<file path="src/rtl/actuator_pulser.sv">
// Fixed-width actuator drive pulse with enforced holdoff gap and a bounded request queue.
// Optional abort input enabled by defining ACTUATOR_PULSER_ABORT_EN.
module actuator_pulser #(
  parameter int PULSE_CYCLES   = 5000000,
  parameter int HOLDOFF_CYCLES = 2000000,
  parameter int CNT_W          = 23,
  parameter int MAX_PENDING    = 7,
  parameter int PEND_W         = 3
) (
  input  logic              clk,
  input  logic              rst,
  input  logic              req,
`ifdef ACTUATOR_PULSER_ABORT_EN
  input  logic              abort,
`endif
  output logic              drive,
  output logic              busy,
  output logic [PEND_W-1:0] pending,
  output logic              done,
  output logic              overflow
);

  typedef enum logic [1:0] {
    ST_IDLE    = 2'd0,
    ST_PULSE   = 2'd1,
    ST_HOLDOFF = 2'd2
  } state_t;

  localparam logic [CNT_W-1:0]  PULSE_LAST = CNT_W'(PULSE_CYCLES - 1);
  localparam logic [CNT_W-1:0]  HOLD_LAST  = CNT_W'(HOLDOFF_CYCLES - 1);
  localparam logic [PEND_W-1:0] PEND_MAX   = PEND_W'(MAX_PENDING);

  state_t            state_q, state_d;
  logic [CNT_W-1:0]  cnt_q, cnt_d;
  logic [PEND_W-1:0] pending_q, pending_d;
  logic              overflow_q, overflow_d;
  logic              drive_q, drive_d;
  logic              busy_q, busy_d;
  logic              done_q, done_d;

  logic abort_s;
  logic pulse_last_s;
  logic hold_last_s;
  logic pend_full_s;
  logic pend_empty_s;

`ifdef ACTUATOR_PULSER_ABORT_EN
  assign abort_s = abort;
`else
  assign abort_s = 1'b0;
`endif

  assign pulse_last_s = (cnt_q == PULSE_LAST);
  assign hold_last_s  = (cnt_q == HOLD_LAST);
  assign pend_full_s  = (pending_q == PEND_MAX);
  assign pend_empty_s = (pending_q == {PEND_W{1'b0}});

  // Next-state, counter, queue and registered-output computation.
  always_comb begin
    state_d    = state_q;
    cnt_d      = cnt_q;
    pending_d  = pending_q;
    overflow_d = overflow_q;

    case (state_q)
      ST_IDLE: begin
        if (req) begin
          state_d = ST_PULSE;
          cnt_d   = {CNT_W{1'b0}};
        end else begin
          state_d = ST_IDLE;
        end
      end

      ST_PULSE: begin
        if (abort_s) begin
          state_d   = ST_HOLDOFF;
          cnt_d     = {CNT_W{1'b0}};
          pending_d = {PEND_W{1'b0}};
        end else begin
          if (pulse_last_s) begin
            state_d = ST_HOLDOFF;
            cnt_d   = {CNT_W{1'b0}};
          end else begin
            cnt_d = cnt_q + CNT_W'(1);
          end
          if (req && !pend_full_s) begin
            pending_d = pending_q + PEND_W'(1);
          end else if (req) begin
            overflow_d = 1'b1;
          end else begin
            pending_d = pending_q;
          end
        end
      end

      ST_HOLDOFF: begin
        if (abort_s) begin
          pending_d = {PEND_W{1'b0}};
          if (hold_last_s) begin
            state_d = ST_IDLE;
            cnt_d   = {CNT_W{1'b0}};
          end else begin
            cnt_d = cnt_q + CNT_W'(1);
          end
        end else if (hold_last_s) begin
          // A same-cycle req is counted and dequeued at once, so pending is unchanged.
          cnt_d = {CNT_W{1'b0}};
          if (req) begin
            state_d = ST_PULSE;
          end else if (!pend_empty_s) begin
            state_d   = ST_PULSE;
            pending_d = pending_q - PEND_W'(1);
          end else begin
            state_d = ST_IDLE;
          end
        end else begin
          cnt_d = cnt_q + CNT_W'(1);
          if (req && !pend_full_s) begin
            pending_d = pending_q + PEND_W'(1);
          end else if (req) begin
            overflow_d = 1'b1;
          end else begin
            pending_d = pending_q;
          end
        end
      end

      default: begin
        state_d = ST_IDLE;
        cnt_d   = {CNT_W{1'b0}};
      end
    endcase

    drive_d = (state_d == ST_PULSE);
    busy_d  = (state_d != ST_IDLE);
    done_d  = (state_d == ST_HOLDOFF) && (cnt_d == HOLD_LAST);
  end

  // State and output registers with synchronous reset.
  always_ff @(posedge clk) begin
    if (rst) begin
      state_q    <= ST_IDLE;
      cnt_q      <= {CNT_W{1'b0}};
      pending_q  <= {PEND_W{1'b0}};
      overflow_q <= 1'b0;
      drive_q    <= 1'b0;
      busy_q     <= 1'b0;
      done_q     <= 1'b0;
    end else begin
      state_q    <= state_d;
      cnt_q      <= cnt_d;
      pending_q  <= pending_d;
      overflow_q <= overflow_d;
      drive_q    <= drive_d;
      busy_q     <= busy_d;
      done_q     <= done_d;
    end
  end

  assign drive    = drive_q;
  assign busy     = busy_q;
  assign pending  = pending_q;
  assign done     = done_q;
  assign overflow = overflow_q;

endmodule

</file>
<file path="config.mk">
export PLATFORM = sky130hd
export DESIGN_NAME = actuator_pulser
export DESIGN_NICKNAME = d
export VERILOG_FILES = /design/src/rtl/actuator_pulser.sv
export SDC_FILE = /design/constraint.sdc
export NUM_CORES = 1
export LEC_CHECK = 0
export CORE_ASPECT_RATIO = 0.7
export CORE_UTILIZATION = 60
export DETAILED_ROUTE_END_ITERATION = 8
export GPL_ROUTABILITY_DRIVEN = 0
export PLACE_DENSITY_LB_ADDON = 0.15
export SYNTH_ARGS = -nofsm -noshare
export SYNTH_HDL_FRONTEND = slang
export SYNTH_SLANG_ARGS = --single-unit
</file>
<file path="constraint.sdc">
create_clock -name clk -period 4.5 [get_ports clk]
set_input_delay 0.45 -clock clk [delete_from_list [all_inputs] [get_ports clk]]
set_output_delay 0.45 -clock clk [all_outputs]
set_load 0.01 [all_outputs]
</file>
==> impl_metrics.csv, run 1 <==
group,metric,value,unit
timing,finalHoldViolations,0,
finish,drive_gt1_share,7.24,%
route,vias_per_cell,6.53,
route,drtPass1Iterations,5,
clocking,clk_latency,0.29,ns
synthesis,synth_edf_count,0,
global_routing,overflow,0,
route,vias,2202,
power,p_sw,155,uW
clocking,cts_setup_buffers,0,
floorplan,ioPinCount,10,
timing,finalSetupViolCount,0,
finish,fillers,267,
global_routing,antenna_found_initial,0,
synthesis,syn_avg_cell_area,7.26,um^2
floorplan,die_w,72.9,um
timing,relSlewSlack,42.6,%
clocking,clockBufferDepth,2,
clocking,clockRootBuffer,"clkbuf_8",
finish,multi_input_area,1350,um^2
floorplan,core,3250,um^2
setup_path,start_kind,"flop",
timing,rsz0062_at_grt,"false",
hold_path,hold_path_class,"flop to flop",
timing,min_period,3.48,ns
finish,seqCellArea,641,um^2
timing,report.final.slew_viol_count,0,
flow_run,cap_violations,0,
power,p_int,502,uW
global_routing,grt_usage,32.3,%
placed_design,dpl.hpwl,3.94,mm
global_routing,grt_pass1_vias,1869,
synthesis,ys_warn_count,0,
timing,timing.hold.ws,0.484,ns
power,finalPower,657,uW
finish,diodes,0,
timing,max_freq,0.287,GHz
synthesis,ys_seq_elements,32,
finish,finalNetCount,301,
route,final_antenna_net_count,0,
route,first_iter_violations,348,
synthesis,syn-cell-area,2110,um^2
clocking,clock-sinks,32,
setup_path,critPathCaptureType,"flop",
power,p_seq_share,44.1,%
global_routing,grt_max_degree,29,
power,switching_share,23.6,%
timing,fin_skew,0.00690,ns
clocking,numCtsBuffers,5,
floorplan,die_h,51.7,um
clocking,cts_resized,0,
finish,area_delta_synth_final,9.35,%
synthesis,syn_inst,291,
route,avgRoutedWirePerCell,16.9,um
placed_design,io_buffers,9,
power,power_leakage,0.000805,uW
power,p_per_area,284,nW/um^2
global_routing,grt_pass1_wl,9.03,mm
setup_path,worstPathMaxFanout,25,
synthesis,synth.net_count,303,
synthesis,seq_area_frac_synth,30.3,%
synthesis,synth.top_cell.area_share,30.3,%
synthesis,synth.area.top_cells,"dfxtp_1, nor2_1, a21oi_1, ha_1, nand2_1",
timing,final.setup.tns,0,ns
power,clockPowerShare,47.1,%
power,vdd_ir_drop_max,0.251,mV
synthesis,netlist.top_cell.by_area,"dfxtp_1",
setup_path,worstPathArrival,3.68,ns
clocking,cts_tree,"yes",
status,status,"complete, no violations",
timing,tightest_slew,0.861,ns
floorplan,dieArea,3770,um^2
timing,finalCritPeriodShare,77.4,%
setup_path,path_class,"flop to flop",
route,drc,0,
synthesis,ys.flop_type,"dfxtp_1",
power,combPwrFrac,8.8,%
floorplan,start_util,64.9,%
clocking,clk_pin_slew,0.07,ns
clocking,cts_hold_buf,0,
clocking,h-tree-depth,2,
synthesis,post_synth_num_cell_types,55,
route,routed_wl,5.70,mm
setup_path,worstPathRequired,4.70,ns
floorplan,rows,17,
synthesis,async_reset_ff_share,0,%
cell type report:
class | count | share of cell area, %
Timing Repair Buffer | 11 | 4.55
Clock buffer | 7 | 4.17
Inverter | 8 | 1.30
Multi-Input combinational cell | 231 | 58.4
Sequential cell | 32 | 27.7
Clock inverter | 1 | 1.30
Tap cell | 47 | 2.54
Yosys cell counts, drive strengths merged (2+ instances only):
cell type   n
or2         3
a31oi       2
nor4        4
o21ai      21
or3         3
and2        2
or4b        2
ha          9
nand2      29
dfxtp      32
nor2b       3
o2111a      2
nand2b      3
nor3       11
o21a        2
buf         6
a21oi      31
a311oi      2
nand3      13
xnor2       3
nand4       8
a211oi      4
clkbuf     14
nor2       41
o221ai      2
and3        7
nor4b       2
a22oi       2
or4         2
inv         8
layout by cell type, fill, tap and decap left out, types with 2 or more instances in the layout:
cell type and n:
a211oi_1 4, o2111a_1 2, xnor2_1 3, nor4b_1 2, nand2_1 28, clkdlybuf4s50_1 9, a22oi_1 2, o21ai_2 2
and3_1 7, buf_4 2, nor2b_1 3, a311oi_1 2, o221ai_1 2, and2_1 2, or3_1 3, o21a_1 2
nand3_1 13, inv_1 8, nand2b_1 3, a21oi_1 30, clkbuf_8 7, o21ai_0 19, a31oi_1 2, nor4_1 3
or2_2 3, dfxtp_1 32, or4b_1 2, nor3_1 11, ha_1 9, nor2_1 41, nand4_1 8
through the flow:
| stage | cells | setup WS [ns] | instance area [um^2] | utilization [%] |
|---|---|---|---|---|
| after floorplan | 291 | 1.79 | 2110 | - |
| after CTS | 337 | 1.05 | 2310 | 71.0 |
| after global routing | 337 | 0.861 | 2310 | 71.0 |
| final | 337 | 1.02 | 2310 | 71.0 |
| after detailed placement | 329 | 1.08 | 2180 | 67.1 |
| after global placement | 329 | 1.22 | 2180 | 67.1 |
per-layer routing:
metal	share of wire (%)	vias up	global-route usage [%]
met2	39	163	43.8
met3	14	23	10.9
met1	44	971	46.1
li1	-	1045	-
met5	0	-	0
met4	2.9	0	13.7
cells by family (layout without fill, tap and decap cells):
logic type               Yosys count  in the layout  share of synthesized area (%)
AO/OA/AOI/OAI                     80             80                           23.8
XOR/XNOR                           4              4                           1.66
adder cells (fa/ha/maj)            9              9                           5.33
buffers and inverters             28             27                           5.80
AND/OR/NAND/NOR                  138            138                           33.1
flip-flops                        32             32                           30.3
state kept, by name, summed over array words and instances (netlist names):
register,flops
cnt_q,23
overflow,1
busy,1
drive,1
state_q,2
pending,3
done,1
power groups by stage:
| stage | Clock, uW | Sequential, uW | Combinational, uW |
|---|---|---|---|
| global placement | 0 | 296 | 55.3 |
| global route | 325 | 290 | 63.9 |
| floorplan | 0 | 297 | 39.8 |
| detailed placement | 0 | 296 | 56.2 |
| CTS | 312 | 290 | 56.8 |
| finish | 310 | 290 | 57.5 |
critical path: stages, from the launching register on:
cell     delay (ns)
dfxtp_1        0.47
or4b_1         0.46
or4_4          0.43
o21ai_2        0.20
and2_1         0.72
o21ai_2        0.14
a21oi_2        0.18
or4b_1         0.47
nor4_2         0.30
worst paths after layout:
path / end / slack (ns) / from / cells after the start
hold / removal: overflow$_SDFFE_PP0P_ / 0.48 / overflow$_SDFFE_PP0P_ / 2
setup / recovery: done$_SDFF_PP0_ / 1.02 / cnt_q[14]$_SDFF_PP0_ / 8
setup reg to reg: done$_SDFF_PP0_ / 1.02 / cnt_q[14]$_SDFF_PP0_ / 8
hold reg to reg: overflow$_SDFFE_PP0P_ / 0.48 / overflow$_SDFFE_PP0P_ / 2
Note: power is estimated with default switching activity, not from simulation.
==> inputs of run 2 (changes only) <==
Settings changed: CORE_UTILIZATION 60 to 54.
Clock period 4.5 ns to 3 ns, I/O delays scaled along.
==> run 2 against run 1 <==
  * Combinational power increased by 68%
  * Power increased by 35%
  * Maximum frequency increased by 23%
  * Final cell count increased by 6.2%
  * Worst setup slack got worse by 0.86 ns
  * Critical path type unchanged
  * Critical endpoint unchanged
  * Highest routed layer unchanged
==> impl_metrics.csv, run 2 (synthesized netlist as in run 1, its figures left out) <==
group,metric,value,unit
route,first_iter_violations,321,
hold_path,hold_path_class,"flop to flop",
route,drc,0,
timing,report.final.slew_viol_count,0,
setup_path,crit_chain,"or4b_1 -> or4_4 -> o21ai_2 -> nand2_2 -> a21oi_1 -> nor2b_1 -> or4b_1 -> nor4_2",
setup_path,critPathMostFrequentCell,"or4b_1",
global_routing,grt_pass1_vias,1845,
route,avgRoutedWirePerCell,16.0,um
placed_design,dpl.hpwl,4.14,mm
floorplan,dieArea,4170,um^2
finish,fin_util,66.8,%
clocking,clk_latency,0.29,ns
placed_design,io_buffers,9,
timing,min_period,2.84,ns
setup_path,worstPathMaxFanout,12,
clocking,cts_tree,"yes",
floorplan,die_h,54.3,um
setup_path,start_kind,"flop",
status,status,"complete, no violations",
finish,finalNetCount,319,
route,drtPass1Iterations,5,
setup_path,worstPathRequired,3.21,ns
finish,largest_reg_flops,23,
setup_path,worstPathArrival,3.05,ns
finish,diodes,0,
global_routing,overflow,0,
finish,layout_commonest_cell,"nor2_1",
timing,rsz0062_at_grt,"false",
floorplan,start_util,58.3,%
clocking,clk_pin_slew,0.07,ns
route,vias,2213,
floorplan,die_w,76.8,um
finish,largest-register,"cnt_q",
global_routing,grt_pass1_wl,9.37,mm
power,power_leakage,0.000881,uW
route,routed_wl,5.71,mm
power,vdd_ir_drop_max,0.254,mV
clocking,cts_hold_buf,0,
clocking,clockRootBuffer,"clkbuf_8",
clocking,cts_setup_buffers,0,
clocking,h-tree-depth,2,
floorplan,rows,18,
setup_path,path_class,"flop to flop",
power,p_per_area,366,nW/um^2
timing,final.setup.tns,0,ns
route,final_antenna_net_count,0,
finish,area_delta_synth_final,14.7,%
setup_path,critPathCaptureType,"flop",
timing,finalHoldViolations,0,
floorplan,core,3630,um^2
timing,max_freq,0.352,GHz
setup_path,cpPeakStageDelay,0.57,ns
timing,finalSetupViolCount,0,
route,vias_per_cell,6.18,
clocking,clockBufferDepth,2,
global_routing,grt_max_degree,24,
timing,finalCritPeriodShare,94.7,%
clocking,numCtsBuffers,5,
global_routing,grt_usage,29.7,%
finish,drive_gt1_share,13.3,%
clocking,clock-sinks,32,
timing,relSlewSlack,48.8,%
setup_path,worst_path_max_delay_cell,"or4b_1",
timing,tightest_slew,0.766,ns
finish,final_cell_mix,"nor2_1, dfxtp_1, a21oi_1",
global_routing,antenna_found_initial,0,
timing,fin_skew,0.00895,ns
flow_run,cap_violations,0,
floorplan,ioPinCount,10,
## run 2: changes by cell type in the layout (fill, tap and decap cells not counted), sizes merged
cell	previous run	this run
buf	2	20
bufinv	1	0
clkbuf	7	6
clkinv	0	2
## run 2: critical path, delay by kind of cell (launching register included)
kind / cells / cell delay (ns)
and+or+nand+nor: 6 / 2.05
AOI/OAI and AO/OA: 2 / 0.39
DFF: 1 / 0.32
## run 2: cell type report
class	instances	area [um^2]
multi-input cells	231	1360
fillers	325	1200
flip-flops and latches	32	641
repair buffers	29	240
clock buffers	6	82.6
well taps	50	62.6
inverters	8	30.0
clock inverters	2	10.0
## run 2: path summary, 6_finish.rpt
path | start | end | slack (ns) | depth (start not counted)
setup / recovery | cnt_q[6]$_SDFF_PP0_ | done$_SDFF_PP0_ | 0.16 | 8
hold reg to reg | overflow$_SDFFE_PP0P_ | overflow$_SDFFE_PP0P_ | 0.48 | 2
setup reg to reg | cnt_q[6]$_SDFF_PP0_ | done$_SDFF_PP0_ | 0.16 | 8
hold / removal | overflow$_SDFFE_PP0P_ | overflow$_SDFFE_PP0P_ | 0.48 | 2
## run 2: per-layer routing
metal  share of wire [%]  track usage, %  vias to the layer above
met5                   0               0                        -
met4                 1.6            8.97                        0
met3                  11            7.00                       11
met2                  39            41.5                      120
met1                  48            44.1                     1001
li1                    -               -                     1081
## run 2: where the power goes
| part | switching [uW] | internal (uW) | total [uW] |
|---|---|---|---|
| combinational | 59.0 | 37.7 | 96.6 |
| sequential | 4.38 | 430 | 435 |
| clock | 172 | 183 | 355 |
| total | 235 | 651 | 886 |
## run 2: repair_timing
item | in CTS | in global routing
gates resized for setup | 0 | 2
endpoints found under the hold margin | 0 | 0
endpoints found under the setup margin | 0 | 1
## run 2: through the flow
stage	power [uW]	instance area [um^2]	worst slack, ns	hold WS [ns]	std cells
finish	886	2420	0.158	0.480	358
global route	924	2420	0.0417	0.526	358
CTS	893	2420	0.166	0.488	358
detailed placement	539	2320	0.195	0.467	350
global placement	538	2320	0.292	0.468	350
floorplan	505	2110	0.293	0.369	291
==> RTL edit 1 (settings of run 2) <==
Re-encode `state_t` (3 states) as one-hot, 3 bits wide.
--- a/src/rtl/actuator_pulser.sv
+++ b/src/rtl/actuator_pulser.sv
@@ -22,6 +22,6 @@
 
-  typedef enum logic [1:0] {
-    ST_IDLE    = 2'd0,
-    ST_PULSE   = 2'd1,
-    ST_HOLDOFF = 2'd2
+  typedef enum logic [2:0] {
+    ST_IDLE    = 3'b001,
+    ST_PULSE   = 3'b010,
+    ST_HOLDOFF = 3'b100
   } state_t;
Check against the original RTL: same outputs for any inputs over 10 cycles, from zero or initial values and one cycle with rst high; not proved beyond that.
==> RTL edit 1 against run 2 <==
Setup slack better by 58 ps; hold slack worse by 29 ps; synthesized area up 11%; final area up 11%; sequential cell count up 1; count of clock-buffer cells in the layout down 1; wire length up 15%; die area up 11%; non-clock buffer count up 2; largest cell class unchanged; core utilization down 0.37 points; fmax up 2.1%.
Power is not compared: it rests on default switching activity, and its combinational part moved more than twofold at a synthesized area within 25%.
==> RTL edit 1: results (changes against run 2) <==
.. list-table::
   :header-rows: 1

   * - Metric
     - Value
   * - Status
     - completed
   * - Footprint of the multi-input gates
     - 1538 um2 (+13%)
   * - Share of the synthesized area in the top cell type
     - 28.16% (-2.2 points)
   * - Longest individual stage delay on the worst path
     - 480 ps (-90 ps)
   * - Setup skew after layout
     - 8.645 ps (-0.3008 ps)
   * - Arrival time at the worst endpoint
     - 3000 ps (-50 ps)
   * - DP HPWL
     - 4.793 mm (+16%)
   * - Vias after detailed routing
     - 2443 (+10%)
   * - Synth top area cells
     - sky130_fd_sc_hd__dfxtp_1, sky130_fd_sc_hd__a21oi_1, sky130_fd_sc_hd__nor2_1
   * - First-pass GRT wire length
     - 10.38 mm (+11%)
   * - Ratio of cells with drive above 1 in the final layout
     - 13.58% (+0.27 points)
   * - Part of the cycle the worst path needs
     - 92.77% (-1.9 points)
   * - Global router's overall resource usage
     - 30.12% (+0.47 points)
   * - Adder-cell share of the synthesized area
     - 2.667% (-2.7 points)
   * - Total length of routed wires
     - 6.557 mm (+15%)
   * - XOR/XNOR share of the synthesized area
     - 2.613% (+0.96 points)
   * - Placement Cell Area
     - 2552 um2 (+9.9%)
   * - Source of the critical timing path
     - cnt_q[0]
   * - Post-place setup slack
     - 223.6 ps (+29.12 ps)
   * - Number of global-route vias before repair
     - 2044 (+11%)
   * - Share of cell area taken by muxes after synthesis
     - 1.867% (+1.9 points)
   * - Most used standard cells in the synthesized netlist
     - sky130_fd_sc_hd__dfxtp_1, sky130_fd_sc_hd__nor2_1, sky130_fd_sc_hd__nand2_1, sky130_fd_sc_hd__a21oi_1, sky130_fd_sc_hd__nand3_1
   * - Layout Cells excl Fill
     - 376 (+5.0%)
   * - Synth Net Count
     - 316 (+4.3%)
   * - Maximum fanout encountered on the critical timing path
     - 6 (-6)
   * - Post-layout nets
     - 331 (+3.8%)
   * - Average footprint of a synthesized cell
     - 7.617 um2 (+4.9%)
   * - Complex-gate fraction of the synthesized area
     - 23.57% (-0.23 points)
   * - Number of DRC markers after the initial detailed-route iteration
     - 240 (-25%)
   * - Sequential element share of the synthesized area
     - 28.16% (-2.2 points)
   * - Number of fill cells in the layout
     - 350 (+7.7%)
   * - Worst r2r path cells
     - 7 (-1)
==> RTL edit 1: layout make-up <==
class / instances / share of cell area (%)
clock buffer: 5 / 2.562
timing repair buffer: 31 / 9.502
sequential: 33 / 24.59
clock inverter: 3 / 2.422
tap: 52 / 2.422
multi-input combinational: 243 / 57.24
inverter: 9 / 1.258
==> RTL edit 1: power by group <==
part           switching (uW)  leakage, uW  internal (uW)
sequential               40.3     0.000267            468
clock                     179    0.0000681            330
combinational             267     0.000574            171
==> RTL edit 1: layer usage <==
layer,up-vias,track usage (%),share of wire [%]
li1,1190,-,-
met4,0,9.949,1.3
met5,-,0,0
met1,1130,47.46,50
met2,113,39.23,40
met3,10,6.720,8.6
==> RTL edit 1: worst min path at each step <==
stage	start	endpoint	slack [ps]	cells after the start
final	overflow	overflow	450	2
after global routing	overflow	overflow	480	2
after CTS	overflow	overflow	450	2
after detailed placement	overflow	overflow	440	2
after global placement	overflow	overflow	430	2
after floorplan	rst	overflow	370	1
==> RTL edit 2 (flow settings as in run 2) <==
Without the edit above. Change the parameter `CNT_W` from 23 to 27.
--- a/src/rtl/actuator_pulser.sv
+++ b/src/rtl/actuator_pulser.sv
@@ -5,3 +5,3 @@
   parameter int HOLDOFF_CYCLES = 2000000,
-  parameter int CNT_W          = 23,
+  parameter int CNT_W          = 27,
   parameter int MAX_PENDING    = 7,
Formal check against the unedited RTL: no difference found for any inputs over 10 cycles, from zero or initial values and one cycle with rst high; that may be too few to reach the edited logic, so the function may still have changed.
==> RTL edit 2 against run 2 <==
Wire length up 21%; setup slack better by 100 ps; sequential cell count up 4; hold slack worse by 1.2 ps; final area up 18%; power increased by 20%; synthesized area grew 24%; clock power grew 33%; core utilization down 3.2 points; critical endpoint unchanged; largest power group unchanged.
==> RTL edit 2: results (changes against run 2) <==
.. list-table::
   :header-rows: 1

   * - Metric
     - Value
   * - Number of unique standard cell types used by synthesis
     - 68 (+24%)
   * - Port Buf Inserts
     - 9 (unchanged)
   * - Peak VDD IR
     - 227.3 uV (-11%)
   * - Final total power
     - 1068 uW (+20%)
   * - Startpoint of the tightest hold check path
     - overflow
   * - Longest individual stage delay on the worst path
     - 500 ps (-70 ps)
   * - Status
     - completed
   * - Number of optimization iterations in the first detailed-route pass
     - 5 (unchanged)
   * - Cts bufs inserted
     - 5 (unchanged)
   * - Total length of routed wires
     - 6.887 mm (+21%)
   * - Clock-pin slew on the worst setup and hold paths
     - around 80 ps
   * - First-pass GRT wire length
     - 11.11 mm (+19%)
   * - Maximum fanout encountered on the critical timing path
     - 20 (+8)
   * - Highest-delay cell along the critical path
     - sky130_fd_sc_hd__nor2b_4
   * - Max reg flops
     - 27 (+17%)
   * - Number of fill cells in the layout
     - 394 (+21%)
   * - Setup skew after layout
     - 7.665 ps (-1.281 ps)
   * - Arrival time at the worst endpoint
     - 2930 ps (-120 ps)
   * - Number of DRC markers after the initial detailed-route iteration
     - 282 (-12%)
   * - Global router's overall resource usage
     - 28.54% (-1.1 points)
   * - Max transition margin
     - 64.77% (+16 points)
   * - Yosys warning count
     - 0 (unchanged)
   * - Largest Register
     - cnt_q
   * - Most used standard cells in the synthesized netlist
     - sky130_fd_sc_hd__nor2_1, sky130_fd_sc_hd__dfxtp_1, sky130_fd_sc_hd__nand2_1, sky130_fd_sc_hd__a21oi_1, sky130_fd_sc_hd__buf_2
   * - Number of global-route vias before repair
     - 2120 (+15%)
   * - Synth top area cells
     - sky130_fd_sc_hd__dfxtp_1, sky130_fd_sc_hd__nor2_1, sky130_fd_sc_hd__a21oi_1
   * - Sw Pwr
     - 251.7 uW (+7.0%)
   * - Source of the critical timing path
     - cnt_q[0]
   * - Static leakage
     - 0.001057 uW (+20%)
   * - Share of synthesized registers carrying an async set or reset
     - 0% (unchanged)
   * - Pin count of the biggest net entering global routing
     - 27 (+13%)
   * - Post-layout nets
     - 349 (+9.4%)
   * - Vias after detailed routing
     - 2570 (+16%)
   * - Number of gates resized after cts
     - 0 (unchanged)
   * - Clock tree buffer depth
     - 2 (unchanged)
   * - Placement Cell Area
     - 2723 um2 (+17%)
   * - Number of post-CTS setup repair buffers
     - 0 (unchanged)
   * - Latest clock arrival within the worst-skew pair
     - 290 ps (about the same)
   * - Sequential element share of the synthesized area
     - 27.57% (-2.7 points)
   * - Worst hold path class
     - reg -> reg
   * - CTS HTree Levels
     - 2 (unchanged)
   * - Ratio of cells with drive above 1 in the final layout
     - 11.83% (-1.5 points)
   * - CP top delay family
     - simple AND/OR/NAND/NOR gates
   * - Leading register cell type out of synthesis
     - sky130_fd_sc_hd__dfxtp_1
   * - DP HPWL
     - 5.044 mm (+22%)
   * - Clk Tree Root Cell
     - sky130_fd_sc_hd__clkbuf_8
-- RTL edit 2: cell types whose count changed after synthesis, moves of 4 or more --
cell	before	now
sky130_fd_sc_hd__nor3_1	11	5
sky130_fd_sc_hd__inv_1	8	12
sky130_fd_sc_hd__and4_1	0	5
sky130_fd_sc_hd__buf_2	2	13
sky130_fd_sc_hd__dfxtp_1	32	36
sky130_fd_sc_hd__o21ai_0	19	12
sky130_fd_sc_hd__clkbuf_1	14	5
sky130_fd_sc_hd__nor2_1	41	37
sky130_fd_sc_hd__o21ai_1	0	8
-- RTL edit 2: cell families (layout without fill, tap and decap cells) --
family                     count (synthesis)  after routing  synth area share (%)
and+or+nand+nor                          154            154                 35.42
AOI/OAI and AO/OA                         93             93                 23.74
DFF                                       36             36                 27.57
buffers and inverters                     35             39                 6.510
adders and majority gates                  9              9                 4.308
xor gates and xnor gates                   5              5                 1.676
muxes                                      2              2                0.7659
-- RTL edit 2: layer usage --
metal | track usage [%] | vias up | part of all wire (%)
met1 | 42.83 | 1218 | 49
met4 | 7.748 | 0 | 1.0
li1 | - | 1231 | -
met3 | 6.906 | 9 | 8.9
met5 | 0 | - | 0
met2 | 39.98 | 112 | 41
-- RTL edit 2: worst paths after layout --
check	endpoint	slack (ps)	cells after the start
worst max-delay path	done	260	9
worst min-delay path	overflow	480	2
worst max register to register	done	260	9
worst min register to register	overflow	480	2
-- RTL edit 2: cell type report --
type                    instances  share of cell area (%)
well taps                      55                   2.415
multi-input cells             263                   60.47
clock buffers                   7                   3.382
clock inverters                 1                   1.054
inverters                      12                   1.581
repair buffers                 19                   5.797
flip-flops and latches         36                   25.30
-- RTL edit 2: through the flow --
| step | instances | util [%] | setup slack, ps | hold slack (ps) |
|---|---|---|---|---|
| floorplan | 334 | - | 805.9 | 369.1 |
| global placement | 385 | 60.78 | 400.8 | 458.4 |
| detailed placement | 385 | 60.78 | 317.1 | 466.4 |
| CTS | 393 | 63.60 | 318.8 | 483.4 |
| global route | 393 | 63.60 | 48.37 | 522.5 |
| finish | 393 | 63.60 | 258.9 | 478.7 |
-- RTL edit 2: power groups by stage --
stage / registers [uW] / logic (uW) / clock network, uW
detailed placement: 500 / 105 / 0
floorplan: 501 / 71.7 / 0
global route: 490 / 118 / 504
global placement: 500 / 105 / 0
finish: 489 / 108 / 471
CTS: 489 / 106 / 483
